===== src/rtl/updown_counter_rpt.sv =====
// updown_counter_rpt
//   Up/down counter driven by two raw push-buttons. Each button goes through
//   a 2-flop synchroniser, a glitch-rejecting debouncer (DB_CYC cycles on both
//   press and release) and an optional hold-to-repeat engine. Accepted steps
//   are shown as 1-cycle pulses and applied to the count on the following edge.
//
// Ports
//   clk      in   1      system clock
//   rstn     in   1      asynchronous reset, active low
//   up_in    in   1      raw up button, active high, asynchronous, may bounce
//   down_in  in   1      raw down button, same properties as up_in
//   clr      in   1      synchronous clear to INIT, overrides steps this cycle
//   count    out  WIDTH  registered counter value
//   step_up  out  1      1-cycle pulse: up step accepted
//   step_dn  out  1      1-cycle pulse: down step accepted
//   at_max   out  1      count == 2^WIDTH-1
//   at_min   out  1      count == 0
module updown_counter_rpt #(
  parameter int WIDTH       = 8,
  parameter int INIT        = 8,
  parameter int DB_CYC      = 32768,
  parameter int RPT_EN      = 1,
  parameter int RPT_DLY_CYC = 6000000,
  parameter int RPT_PER_CYC = 1200000,
  parameter int SATURATE    = 0
) (
  input  logic             clk,
  input  logic             rstn,
  input  logic             up_in,
  input  logic             down_in,
  input  logic             clr,
  output logic [WIDTH-1:0] count,
  output logic             step_up,
  output logic             step_dn,
  output logic             at_max,
  output logic             at_min
);

  // Timer only ever has to reach the largest terminal count minus one.
  localparam int MAX_AB = (DB_CYC > RPT_DLY_CYC) ? DB_CYC : RPT_DLY_CYC;
  localparam int MAX_TC = (MAX_AB > RPT_PER_CYC) ? MAX_AB : RPT_PER_CYC;
  localparam int TW     = $clog2(MAX_TC);

  localparam logic [TW-1:0]    DB_TC  = TW'(DB_CYC - 1);
  localparam logic [TW-1:0]    DLY_TC = TW'(RPT_DLY_CYC - 1);
  localparam logic [TW-1:0]    PER_TC = TW'(RPT_PER_CYC - 1);
  localparam logic [WIDTH-1:0] INIT_V = WIDTH'(INIT);
  localparam logic [WIDTH-1:0] MAX_V  = '1;
  localparam logic [WIDTH-1:0] MIN_V  = '0;

  typedef enum logic [2:0] {
    S_IDLE,
    S_WAIT_1,
    S_PULSE_1,
    S_HOLD_DLY,
    S_PULSE_N,
    S_HOLD_RPT,
    S_HOLD,
    S_WAIT_0
  } btn_state_e;

  logic [1:0] raw;
  logic [1:0] step_w;

  assign raw = {down_in, up_in};

  // Channel 0 = up button, channel 1 = down button.
  for (genvar gi = 0; gi < 2; gi++) begin : g_btn
    logic          sync1_q, sync2_q;
    btn_state_e    state_q, state_d;
    logic [TW-1:0] t_q, t_d;
    logic          step_q, step_d;

    always_comb begin
      state_d = state_q;
      t_d     = t_q;
      step_d  = 1'b0;
      case (state_q)
        S_IDLE:     if (sync2_q) state_d = S_WAIT_1;
        S_WAIT_1: begin
          if (!sync2_q)          state_d = S_IDLE;
          else if (t_q == DB_TC) state_d = S_PULSE_1;
        end
        S_PULSE_1:  state_d = (RPT_EN != 0) ? S_HOLD_DLY : S_HOLD;
        // Release is checked before the terminal count in every hold state.
        S_HOLD_DLY: begin
          if (!sync2_q)           state_d = S_WAIT_0;
          else if (t_q == DLY_TC) state_d = S_PULSE_N;
        end
        S_PULSE_N:  state_d = S_HOLD_RPT;
        S_HOLD_RPT: begin
          if (!sync2_q)           state_d = S_WAIT_0;
          else if (t_q == PER_TC) state_d = S_PULSE_N;
        end
        S_HOLD:     if (!sync2_q) state_d = S_WAIT_0;
        S_WAIT_0:   if (!sync2_q && t_q == DB_TC) state_d = S_IDLE;
        default:    state_d = S_IDLE;
      endcase

      // A bounce back high while waiting for release restarts the window.
      if (state_d != state_q || (state_q == S_WAIT_0 && sync2_q)) begin
        t_d = '0;
      end else if (state_q inside {S_WAIT_1, S_HOLD_DLY, S_HOLD_RPT, S_WAIT_0}) begin
        t_d = t_q + TW'(1);
      end

      // Registered step output: high exactly while the FSM sits in a pulse state.
      step_d = (state_d == S_PULSE_1) || (state_d == S_PULSE_N);
    end

    always_ff @(posedge clk or negedge rstn) begin
      if (!rstn) begin
        sync1_q <= 1'b0;
        sync2_q <= 1'b0;
        state_q <= S_IDLE;
        t_q     <= '0;
        step_q  <= 1'b0;
      end else begin
        sync1_q <= raw[gi];
        sync2_q <= sync1_q;
        state_q <= state_d;
        t_q     <= t_d;
        step_q  <= step_d;
      end
    end

    assign step_w[gi] = step_q;
  end

  logic [WIDTH-1:0] count_q, count_d;

  always_comb begin
    count_d = count_q;
    if (clr) begin
      count_d = INIT_V;
    end else if (step_w[0] && step_w[1]) begin
      count_d = count_q;
    end else if (step_w[0]) begin
      if (!(SATURATE != 0 && count_q == MAX_V)) count_d = count_q + WIDTH'(1);
    end else if (step_w[1]) begin
      if (!(SATURATE != 0 && count_q == MIN_V)) count_d = count_q - WIDTH'(1);
    end
  end

  always_ff @(posedge clk or negedge rstn) begin
    if (!rstn) count_q <= INIT_V;
    else       count_q <= count_d;
  end

  assign count   = count_q;
  assign step_up = step_w[0];
  assign step_dn = step_w[1];
  assign at_max  = (count_q == MAX_V);
  assign at_min  = (count_q == MIN_V);

endmodule


===== config.mk =====
export PLATFORM = sky130hd
export DESIGN_NAME = updown_counter_rpt
export DESIGN_NICKNAME = d
export VERILOG_FILES = /design/src/rtl/updown_counter_rpt.sv
export SDC_FILE = /design/constraint.sdc
export NUM_CORES = 1
export LEC_CHECK = 0
export ABC_CLOCK_PERIOD_IN_PS = 5900
export CAP_MARGIN = 5
export CORE_MARGIN = 10
export CORE_UTILIZATION = 40
export CTS_CLUSTER_DIAMETER = 80
export DETAILED_ROUTE_END_ITERATION = 16
export REMOVE_ABC_BUFFERS = 1
export SETUP_SLACK_MARGIN = 0.1
export SYNTH_ARGS = -nofsm -noshare
export SYNTH_HDL_FRONTEND = slang
export SYNTH_SLANG_ARGS = --single-unit

===== constraint.sdc =====
create_clock -name clk -period 5.9 [get_ports clk]
set_clock_uncertainty 0.1 [all_clocks]
set_input_delay 0.885 -clock clk [delete_from_list [all_inputs] [get_ports clk]]
set_output_delay 0.885 -clock clk [all_outputs]
set_load 0.05 [all_outputs]

[Word level (Yosys, flattened, before mapping)]
Cells that the tools add are included.
W data, S select, Z words.
Cells by class
  reductions and logical operators: 20
  equality and inequality tests: 28
  add/subtract/negate cells: 4
  mux-type cells: 28
Operators with widths (count)
  $mux W23: 4
  $mux W3: 18
  $pmux W3 S8: 2
  $add A23 B1 Y23 const B: 2
  $eq A23 B15 Y1 const B: 2
  $eq A23 B21 Y1 const B: 2
  $eq A23 B23 Y1 const B: 2
  $mux W8: 4
  $eq A3 B3 Y1 const B: 10
  $eq A3 B2 Y1 const B: 6
  $add A8 B1 Y8 const B: 1
  $eq A8 B8 Y1 const B: 1
  $logic_not A8 Y1: 1
  $reduce_bool A4 Y1: 2
  $sub A8 B1 Y8 const B: 1
  $eq A3 B1 Y1 const B: 2
  $logic_not A3 Y1: 2
  $ne A3 B3 Y1: 2
  $logic_and A1 B1 Y1: 5
  $logic_or A1 B1 Y1: 4
  $reduce_bool A2 Y1: 2
  $reduce_bool A3 Y1: 1
  $logic_not A1 Y1: 2
  $ne A2 B2 Y1 const B: 1
  $reduce_and A2 Y1: 1
Storage, ports and cells
  input bits: 5
  register bits: 66
  output and inout bits: 12

[Longest topological paths before layout]
Gate-level depths: netlist of the first run.
  depth after elaboration: 7
  depth in mapped cells: 9
  mapped depth without buffers: 8

[Worst setup path after synthesis of the first run]
No wires, ideal clock.
  kind: reg-to-output
  start: reg count_q[5], in the netlist count[5]
  end: out at_min
  arrival: 1.819 ns
  cell stages (with the launch flop): 3
  path buffers: 0
  path slack: 3.096 ns
  path through: dfrtp_1 -> or4_1 -> nor2_1
Between the ends
  longest elaborated chain between the ends: 1
Ends and longest elaborated chain
  from (decl): line 130  | logic [WIDTH-1:0] count_q, count_d;
  from (signal assigned): line 147  | else count_q <= count_d;
  $logic_not A8 Y1: line 154  | assign at_min = (count_q == MIN_V);
  to (decl): line 36  | output logic at_min
No other way between the ends.

[Final worst setup path of the first run]
  start: reg count_q[1], in the netlist count[1]
  end: out at_min
The elaborated chain is that of the path after synthesis.

==> results.md, run 1 <==
- Initial Utilization: 40.6%
- Postcts setup bufs: 0
- Worst path required time: ~5 ns
- Area Overhead vs Synth: 11.3%
- DP HPWL: around 6500 µm
- Pwr Density: between 200 and 250 nW/µm²
- Maxcap violations: 0
- Fin crit share: between 50% and 60%
- Slew margin rel.: ~27%
- Most used DFF post-synth: dfrtp_1
- Core area: 10200 µm²
- Routed Antenna Nets: 0
- Yosys warns: 0
- Share of layout cells above drive strength 1: 6.88%
- Number of global-route vias before repair: ~3400
- Vias per Instance: a little under 6
- Cts repair resizes: 0
- Gr usage total: between 10% and 20%
- Crit path max fanout: 6
- Fin. max-slew vios: 0
- Net Sw Frac: between 20% and 30%
- Async SR Flop Fraction: 100%
- Wire per inst: between 15 and 20 µm
- CP Capture Type: output pin
- Std cell rows: 37
- Clk pwr share: 48.6%
- Sequential area share after synthesis: ~40%
- Clk buf depth: 2
- Combinational Power Share: approximately 3.8%
- Die footprint: about 15000 µm²
- CTS HTree Levels: 3
- Mapped Area: 4150 µm²
- RSZ-0062 raised after global routing: false
- Leak: 1.74 nW
- Minimum clock period: between 3 and 4 ns
- Fin. Hold Viols: 0
- Peak supply drop: 0.117 mV
- Largest net degree at the start of global routing: 67
- WL final: between 9000 and 10000 µm
- Total global routing overflow: 0
- Syn avg cell area: about 8.5 µm²
- Clock Sink Count: between 60 and 70
- Global-route wire length before repair: between 15000 and 20000 µm
- Hold Path Class: flip-flop to flip-flop
- FMAX: around 310 MHz
- P_int: 0.751 mW
- Final Wtd Congestion: 0.862
- Startpoint types: flip-flop
- Status: completed
- Num CTS Buffers: 9
- Setup TNS Final: 0 ns
- Setup violators final: 0
- IO Pins: 17
- Diode count: 0
- Die Y: between 100 and 150 µm
- Initial antenna violation count: 0
- CTS tree: built
- CTS root buf: clkbuf_8
- Post-Syn Instances: about 490
- Post-synth EDFFs: 0
- Layout filler cell count: ~990
- Switching Power: between 0.2 and 0.25 mW
- Power, Total: about 0.97 mW
- Skew-Pair Late Insertion Delay: 0.36 ns
- Worst slew pin tran: 1.08 ns
- Worst Path Arrival: roughly 2.2 ns
- Flop pwr share: between 40% and 50%
- CP Class: flip-flop to output pin
- Chip width: between 100 and 150 µm
- CTS Hold Bufs: 0
- Clock slew at reported path FFs: about 0.08 ns
- Place WS: around 2.8 ns
- Drt first pass iters: 4
- Number of distinct library cells after synthesis: 60
- DR iter-0 viols: 331
- Yosys reg bits: 66
- Detailed-route via count: roughly 3600
- Util after Layout: between 40% and 50%
- Residual DRC: 0
- Final WS setup: 2.67 ns
- Layout Nets: about 500
- Number of I/O port buffers: 16
==> sequential cells by signal, indices dropped and copies added, names as in the netlist <==
name and flops:
g_btn.state_q 6, g_btn.sync1_q 2, g_btn.sync2_q 2, step_up 1, step_dn 1, g_btn.t_q 46, count 8
==> worst max-delay path: stages (launching register included) <==
cell	delay (ns)
dfrtp_1	0.44
or4_1	0.54
nor2_1	0.10
clkdlybuf4s50_1	0.81
==> cells by family (layout without fill, tap and decap cells) <==
family                     after synthesis  after routing  share of synthesized area (%)
buffers and inverters                   44             51                           4.25
AOI/OAI and AO/OA                       88             88                           14.6
muxes                                    6              6                           1.51
adders and majority gates                9              9                           2.89
and+or+nand+nor                        250            250                           31.8
xor gates and xnor gates                24             24                           5.06
DFF                                     66             66                           39.8
==> through the flow <==
stage          area (µm²)  hold slack [ns]  std cells
6_report             4620            0.252        630
2_1_floorplan        4040            0.231        460
5_1_grt              4620            0.263        630
3_3_place_gp         4380            0.232        614
4_1_cts              4620            0.255        630
3_5_place_dp         4380            0.238        614
==> final cells by class <==
| cell class | count | area, µm² | share of cell area [%] |
|---|---|---|---|
| repair buffers | 18 | 170 | 3.68 |
| clock inverters | 6 | 114 | 2.46 |
| inverters | 17 | 63.8 | 1.38 |
| clock buffers | 10 | 128 | 2.76 |
| well taps | 136 | 170 | 3.68 |
| flip-flops and latches | 66 | 1650 | 35.8 |
| multi-input cells | 377 | 2320 | 50.3 |
==> power by group through the flow <==
| stage | sequential [mW] | clock, mW | combinational [mW] |
|---|---|---|---|
| after floorplan | 0.471 | 0 | 0.0198 |
| after global placement | 0.472 | 0 | 0.0373 |
| after detailed placement | 0.472 | 0 | 0.0380 |
| after CTS | 0.464 | 0.486 | 0.0381 |
| after global routing | 0.465 | 0.506 | 0.0422 |
| final | 0.464 | 0.474 | 0.0370 |
==> layer usage <==
layer	wire (µm)	GRT usage, %	up-vias
met1	4550	17.7	1747
met2	4420	20.9	82
li1	-	-	1804
met5	0	0	-
met3	456	3.56	13
met4	138	4.32	0
==> layout by cell type (no fill, tap or decap), types with 7 or more instances in the layout <==
cell and count:
nor4_1 7, dfrtp_1 65, and3_1 10, xor2_1 7, xnor2_1 17, inv_1 17
a31oi_1 28, nand3_1 31, nand4_1 26, ha_1 8, nor2_1 52, nor3_1 19
clkdlybuf4s50_1 15, o21ai_0 10, or3_1 9, clkbuf_8 9, a21oi_1 16, nand2_1 50
==> worst paths after layout <==
| path | slack [ns] | endpoint | cells after the start | from |
|---|---|---|---|---|
| min | 0.25 | g_btn[0].sync2_q | 0 | g_btn[0].sync1_q |
| max | 2.67 | at_min | 3 | count[1] |
| max reg2reg | 2.75 | g_btn[0].t_q[0] | 7 | g_btn[0].t_q[0] |
| min reg2reg | 0.25 | g_btn[0].sync2_q | 0 | g_btn[0].sync1_q |
| min in group asynchronous | 0.60 | g_btn[1].state_q[2] | 2 | rstn |
| max in group asynchronous | 4.51 | g_btn[0].t_q[13] | 2 | rstn |
==> synth_stat cells (3+ instances only) <==
library cell  instances  area [µm²]
nor4bb_1              5        50.1
nand2_1              50         188
dfrtp_1              65        1630
and3_1               10        62.6
o41ai_1               3        26.3
nor2b_1               6        37.5
buf_2                 3        15.0
a31oi_1              28         175
and2_1                4        25.0
clkbuf_1             21        78.8
nor3_1               19        95.1
nand2b_1              3        18.8
a41oi_1               3        26.3
or3_1                 9        56.3
xnor2_1              17         149
o21ai_0              10        50.1
or2_2                 5        31.3
nand3b_1              6        45.0
nor2_1               52         195
a21oi_1              16        80.1
o22ai_1               3        18.8
nor4_1                7        43.8
inv_1                17        63.8
nand3_1              31         155
ha_1                  8         100
mux2i_1               4        40.0
nand4b_1              3        26.3
nand4_1              26         163
o211ai_1              5        37.5
and4_1                4        35.0
xor2_1                7        61.3
Note: power is estimated with default switching activity, not from simulation.
==> run 2, diff against run 1 <==
--- a/config.mk
+++ b/config.mk
@@ -5,7 +5,7 @@
 export SDC_FILE = /design/constraint.sdc
 export NUM_CORES = 1
 export LEC_CHECK = 0
-export ABC_CLOCK_PERIOD_IN_PS = 5900
+export ABC_CLOCK_PERIOD_IN_PS = 2750
 export CAP_MARGIN = 5
 export CORE_MARGIN = 10
 export CORE_UTILIZATION = 40
==> constraint.sdc (replaced) <==
create_clock -name clk -period 2.75 [get_ports clk]
set_clock_uncertainty 0.1 [all_clocks]
set_input_delay 0.4125 -clock clk [delete_from_list [all_inputs] [get_ports clk]]
set_output_delay 0.4125 -clock clk [all_outputs]
set_load 0.05 [all_outputs]
==> results.md, run 2 (synthesis results as in run 1) <==
- CP Class: flip-flop to flip-flop
- Num CTS Buffers: 9
- Drt first pass iters: 5
- Fin. max-slew vios: 0
- Worst slew pin tran: between 0.5 and 0.6 ns
- Routed Antenna Nets: 0
- RSZ-0062 raised after global routing: false
- Clock Sink Count: 66
- Die Y: between 100 and 150 µm
- IO Pins: 17
- Fin. Hold Viols: 0
- Hold Path Depth: 0
- WL final: roughly 10000 µm
- Max FFs per register: 46
- Detailed-route via count: 3790
- Area Overhead vs Synth: 15.0%
- Global-route wire length before repair: ~17000 µm
- Skew-Pair Late Insertion Delay: 0.35 ns
- Setup violators final: 0
- Std cell rows: 37
- Largest net degree at the start of global routing: 27
- CP startpoint: g_btn[1].t_q[12]
- Worst R2R End: g_btn[1].t_q[13]
- R2R Setup Slk: between 0.15 and 0.2 ns
- Diode count: 0
- Crit path max fanout: 5
- Final WS setup: 0.183 ns
- Maxcap violations: 0
- Worst path required time: between 2 and 3 ns
- CTS root buf: clkbuf_8
- Minimum clock period: 2.57 ns
- Place WS: around 0.21 ns
- Wire per inst: about 16 µm
- Number of I/O port buffers: 16
- Hold_sp: g_btn[0].sync1_q
- Chip width: 122 µm
- CTS HTree Levels: 3
- Leak: roughly 1.8 nW
- Reg2reg start: g_btn[1].t_q[12]
- Clk buf depth: 2
- Hold Path Class: flip-flop to flip-flop
- Largest register by flop count: g_btn.t_q
- Util after Layout: a little under half
- Commonest non-fill, non-tap cell in the layout: dfrtp_1
- Total global routing overflow: 0
- Initial antenna violation count: 0
- Layout Nets: 525
- Worst Hold End: g_btn[0].sync2_q
- CP Capture Type: flip-flop
- Number of global-route vias before repair: around 3600
- Gr usage total: 14.2%
- Peak supply drop: just under 0.3 mV
- Share of layout cells above drive strength 1: roughly an eighth
- Worst Path Arrival: about 2.7 ns
- Vias per Instance: 5.81
- Initial Utilization: between 40% and 50%
- Setup TNS Final: 0 ns
- Most frequent cells in the layout: dfrtp_1 (65), nor2_1 (52), nand2_1 (50), nand3_1 (31), a31oi_1 (28)
- Reg2Reg Depth: 6
- Status: completed
- DP HPWL: ~7000 µm
- CTS tree: built
- DR iter-0 viols: 270
- Startpoint types: flip-flop
- Fin crit share: 93.3%
- Slew margin rel.: between 60% and 70%
- Clock slew at reported path FFs: 0.08 ns
- FMAX: around 400 MHz
- Die footprint: 14900 µm²
- Core area: slightly above 10000 µm²
- Pwr Density: 407 nW/µm²
- Final Wtd Congestion: around 0.85
- Residual DRC: 0
[run 2: cell types whose count changed in the layout (fill, tap and decap cells not counted), sizes merged]
cell | before | now
buf | 3 | 25
bufinv | 3 | 1
clkbuf | 10 | 12
clkdlybuf4s50 | 15 | 14
clkinv | 0 | 1
dlygate4sd3 | 0 | 1
inv | 18 | 17
[run 2: what timing repair did]
item | in CTS | in global routing
gates resized for setup | 0 | 4
hold buffers | 1 | 0
endpoints found under the hold margin | 21 | 0
setup buffers | 0 | 2
setup endpoints to repair | 0 | 34
[run 2: layer usage]
metal | up-vias | track usage [%] | share of wire (%)
met4 | 0 | 4.32 | 1.4
met2 | 85 | 22.1 | 46
met1 | 1845 | 18.6 | 47
li1 | 1847 | - | -
met5 | - | 0 | 0
met3 | 13 | 4.35 | 5.6
[run 2: where the power goes]
group	internal, mW	switching [mW]
logic	0.0341	0.0614
registers	0.980	0.0115
clock network	0.467	0.388
[run 2: worst max-delay path, cell delays in order (launching register included)]
cell and delay, ns:
dfrtp_1 0.44, or4b_4 0.56, or4b_4 0.54, o21ai_2 0.14
o211ai_2 0.15, and3_1 0.24, o221a_2 0.28
[run 2: worst max path at each step]
stage,to,cells after the start
after floorplan,g_btn[0].t_q[0],7
after global placement,g_btn[1].t_q[13],6
after detailed placement,g_btn[1].t_q[13],6
after CTS,g_btn[1].t_q[13],6
after global routing,g_btn[1].t_q[13],6
final,g_btn[1].t_q[13],6
[run 2: cell type report]
cell class	count	area [µm²]
inverter	17	63.8
clock inverter	4	50.0
tap	136	170
fill	1007	5460
clock buffer	12	155
timing repair buffer	40	335
sequential	66	1650
multi-input combinational	377	2350
[run 2: stage by stage]
step / std cells / instance area, µm² / power (mW) / hold slack, ns
3_3_place_gp: 633 / 4520 / 1.10 / 0.235
5_1_grt: 652 / 4770 / 2.03 / 0.263
4_1_cts: 650 / 4740 / 1.97 / 0.240
6_report: 652 / 4770 / 1.94 / 0.245
3_5_place_dp: 633 / 4520 / 1.10 / 0.241
2_1_floorplan: 460 / 4040 / 1.05 / 0.0169
==> run 3, diff against run 2 <==
--- a/config.mk
+++ b/config.mk
@@ -11,6 +11,7 @@
 export CORE_UTILIZATION = 40
 export CTS_CLUSTER_DIAMETER = 80
 export DETAILED_ROUTE_END_ITERATION = 16
+export MAX_ROUTING_LAYER = met4
 export REMOVE_ABC_BUFFERS = 1
 export SETUP_SLACK_MARGIN = 0.1
 export SYNTH_ARGS = -nofsm -noshare
==> results.md, run 3 (synthesis results as in run 1) <==
- Status: completed
- Final WS setup: around 0.19 ns
- Reg2reg start: g_btn[1].t_q[12]
- Max FFs per register: 46
- Register area: 1650 µm²
- Clock Sink Count: 66
- Slew margin rel.: 65.7%
- Global-route wire length before repair: roughly 17000 µm
- Detailed-route via count: ~3800
- GR Util met2: approximately 22%
- P_int: about 1.5 mW
- Routed Antenna Nets: 0
- Share of layout cells above drive strength 1: a little under an eighth
- Number of global-route vias before repair: 3601
- Die footprint: between 10000 and 15000 µm²
- Largest register by flop count: g_btn.t_q
- Total global routing overflow: 0
- Hold Path Class: flip-flop to flip-flop
- Leak: roughly 1.8 nW
- Gr usage total: roughly 15%
- Core area: approximately 10000 µm²
- Switching Power: 0.462 mW
- IO Pins: 17
- DR iter-0 viols: around 240
- Worst path required time: about 2.9 ns
- CTS tree: built
- Diode count: 0
- Grt met3 use: 3.79%
- Setup crit end: g_btn[1].t_q[13]
- Setup violators final: 0
- CTS root buf: clkbuf_8
- Wire per inst: 15.6 µm
- Clk pwr share: roughly 44%
- Num CTS Buffers: 9
- Startpoint types: flip-flop
- CTS HTree Levels: 3
- Flop pwr share: around 51%
- Pwr Density: slightly above 400 nW/µm²
- Worst R2R End: g_btn[1].t_q[13]
- Clk buf depth: 2
- DP HPWL: between 7000 and 8000 µm
- Vias per Instance: 5.82
- Layout Nets: about 530
- Reg2Reg Depth: 6
- Crit path max fanout: 5
- Combinational Power Share: under 10%
- Initial Utilization: about 40%
- Worst slew pin tran: 0.515 ns
- Peak supply drop: a little under 0.3 mV
- Maxcap violations: 0
- Die Y: 122 µm
- WL final: between 10000 and 15000 µm
- Skew-Pair Late Insertion Delay: roughly 0.35 ns
- Hold_sp: g_btn[0].sync1_q
- CP startpoint: g_btn[1].t_q[12]
- Chip width: about 120 µm
- Net Sw Frac: between 20% and 30%
- Global route hottest layer: met2
- Worst Path Arrival: ~2.7 ns
- Initial antenna violation count: 0
- Fin crit share: 93.2%
- Fin. Hold Viols: 0
- CP Capture Type: flip-flop
- R2R Setup Slk: 0.19 ns
- CP Class: flip-flop to flip-flop
- Fin. max-slew vios: 0
- Fin cells: around 650
- Area Overhead vs Synth: 15.0%
- Util after Layout: 46.7%
- Minimum clock period: 2.56 ns
- Place WS: ~0.21 ns
- Commonest non-fill, non-tap cell in the layout: dfrtp_1
- Drt first pass iters: 5
- Layout filler cell count: roughly 1000
- Number of I/O port buffers: 16
- FMAX: 390 MHz
- Std cell rows: 37
- Multi-input logic area: around 2300 µm²
- RSZ-0062 raised after global routing: false
- Most frequent cells in the layout: dfrtp_1 (65), nor2_1 (52), nand2_1 (50), nand3_1 (31), a31oi_1 (28)
- Final Wtd Congestion: roughly 0.86
- Setup TNS Final: 0 ns
- Largest net degree at the start of global routing: 27
- Clock slew at reported path FFs: around 0.08 ns
- Residual DRC: 0
- Grt met1 use: between 10% and 20%
- Placed instance count: about 630
run 3: cell counts in the layout (fill, tap and decap cells not counted):
Identical to the previous run, type by type.
run 3: stage by stage:
stage | instance area [µm²] | power [mW] | hold WS, ns
3_5_place_dp | 4520 | 1.10 | 0.241
5_1_grt | 4770 | 2.02 | 0.264
4_1_cts | 4740 | 1.97 | 0.240
3_3_place_gp | 4520 | 1.10 | 0.235
2_1_floorplan | 4040 | 1.05 | 0.0169
6_report | 4770 | 1.94 | 0.243
run 3: critical path, stage by stage (launching register included):
cell and delay, ns:
dfrtp_1 0.44, or4b_4 0.55, or4b_4 0.54, o21ai_2 0.15
o211ai_2 0.15, and3_1 0.24, o221a_2 0.28
run 3: metal layers:
metal / up-vias / wire [µm]
li1: 1849 / -
met5: - / 0
met4: 0 / 135
met1: 1846 / 4820
met3: 14 / 543
met2: 88 / 4700
run 3: worst min path at each step:
| stage | to | slack, ns | cells past startpoint |
|---|---|---|---|
| floorplan | count[0] | 0.02 | 0 |
| global placement | g_btn[0].sync2_q | 0.23 | 0 |
| detailed placement | g_btn[1].sync2_q | 0.24 | 0 |
| CTS | g_btn[0].sync2_q | 0.24 | 0 |
| global route | g_btn[0].sync2_q | 0.26 | 0 |
| finish | g_btn[0].sync2_q | 0.24 | 0 |
run 3: power groups by stage:
stage | clock (mW) | sequential (mW) | combinational, mW
2_1_floorplan | 0 | 1.01 | 0.0425
3_3_place_gp | 0 | 1.01 | 0.0938
3_5_place_dp | 0 | 1.01 | 0.0944
4_1_cts | 0.881 | 0.991 | 0.0970
5_1_grt | 0.922 | 0.994 | 0.108
6_report | 0.856 | 0.991 | 0.0953
run 3: final cells by class:
| cell class | instances | area share [%] |
|---|---|---|
| Timing Repair Buffer | 40 | 7.02 |
| Clock inverter | 4 | 1.05 |
| Sequential cell | 66 | 34.6 |
| Clock buffer | 12 | 3.25 |
| Tap cell | 136 | 3.56 |
| Multi-Input combinational cell | 377 | 49.2 |
| Inverter | 17 | 1.34 |
run 3: repair_timing:
action / CTS / global route
endpoints found under the hold margin: 21 / 0
buffers inserted: 0 / 2
endpoints found under the setup margin: 0 / 34
hold buffers: 1 / 0
gates resized for setup: 0 / 4
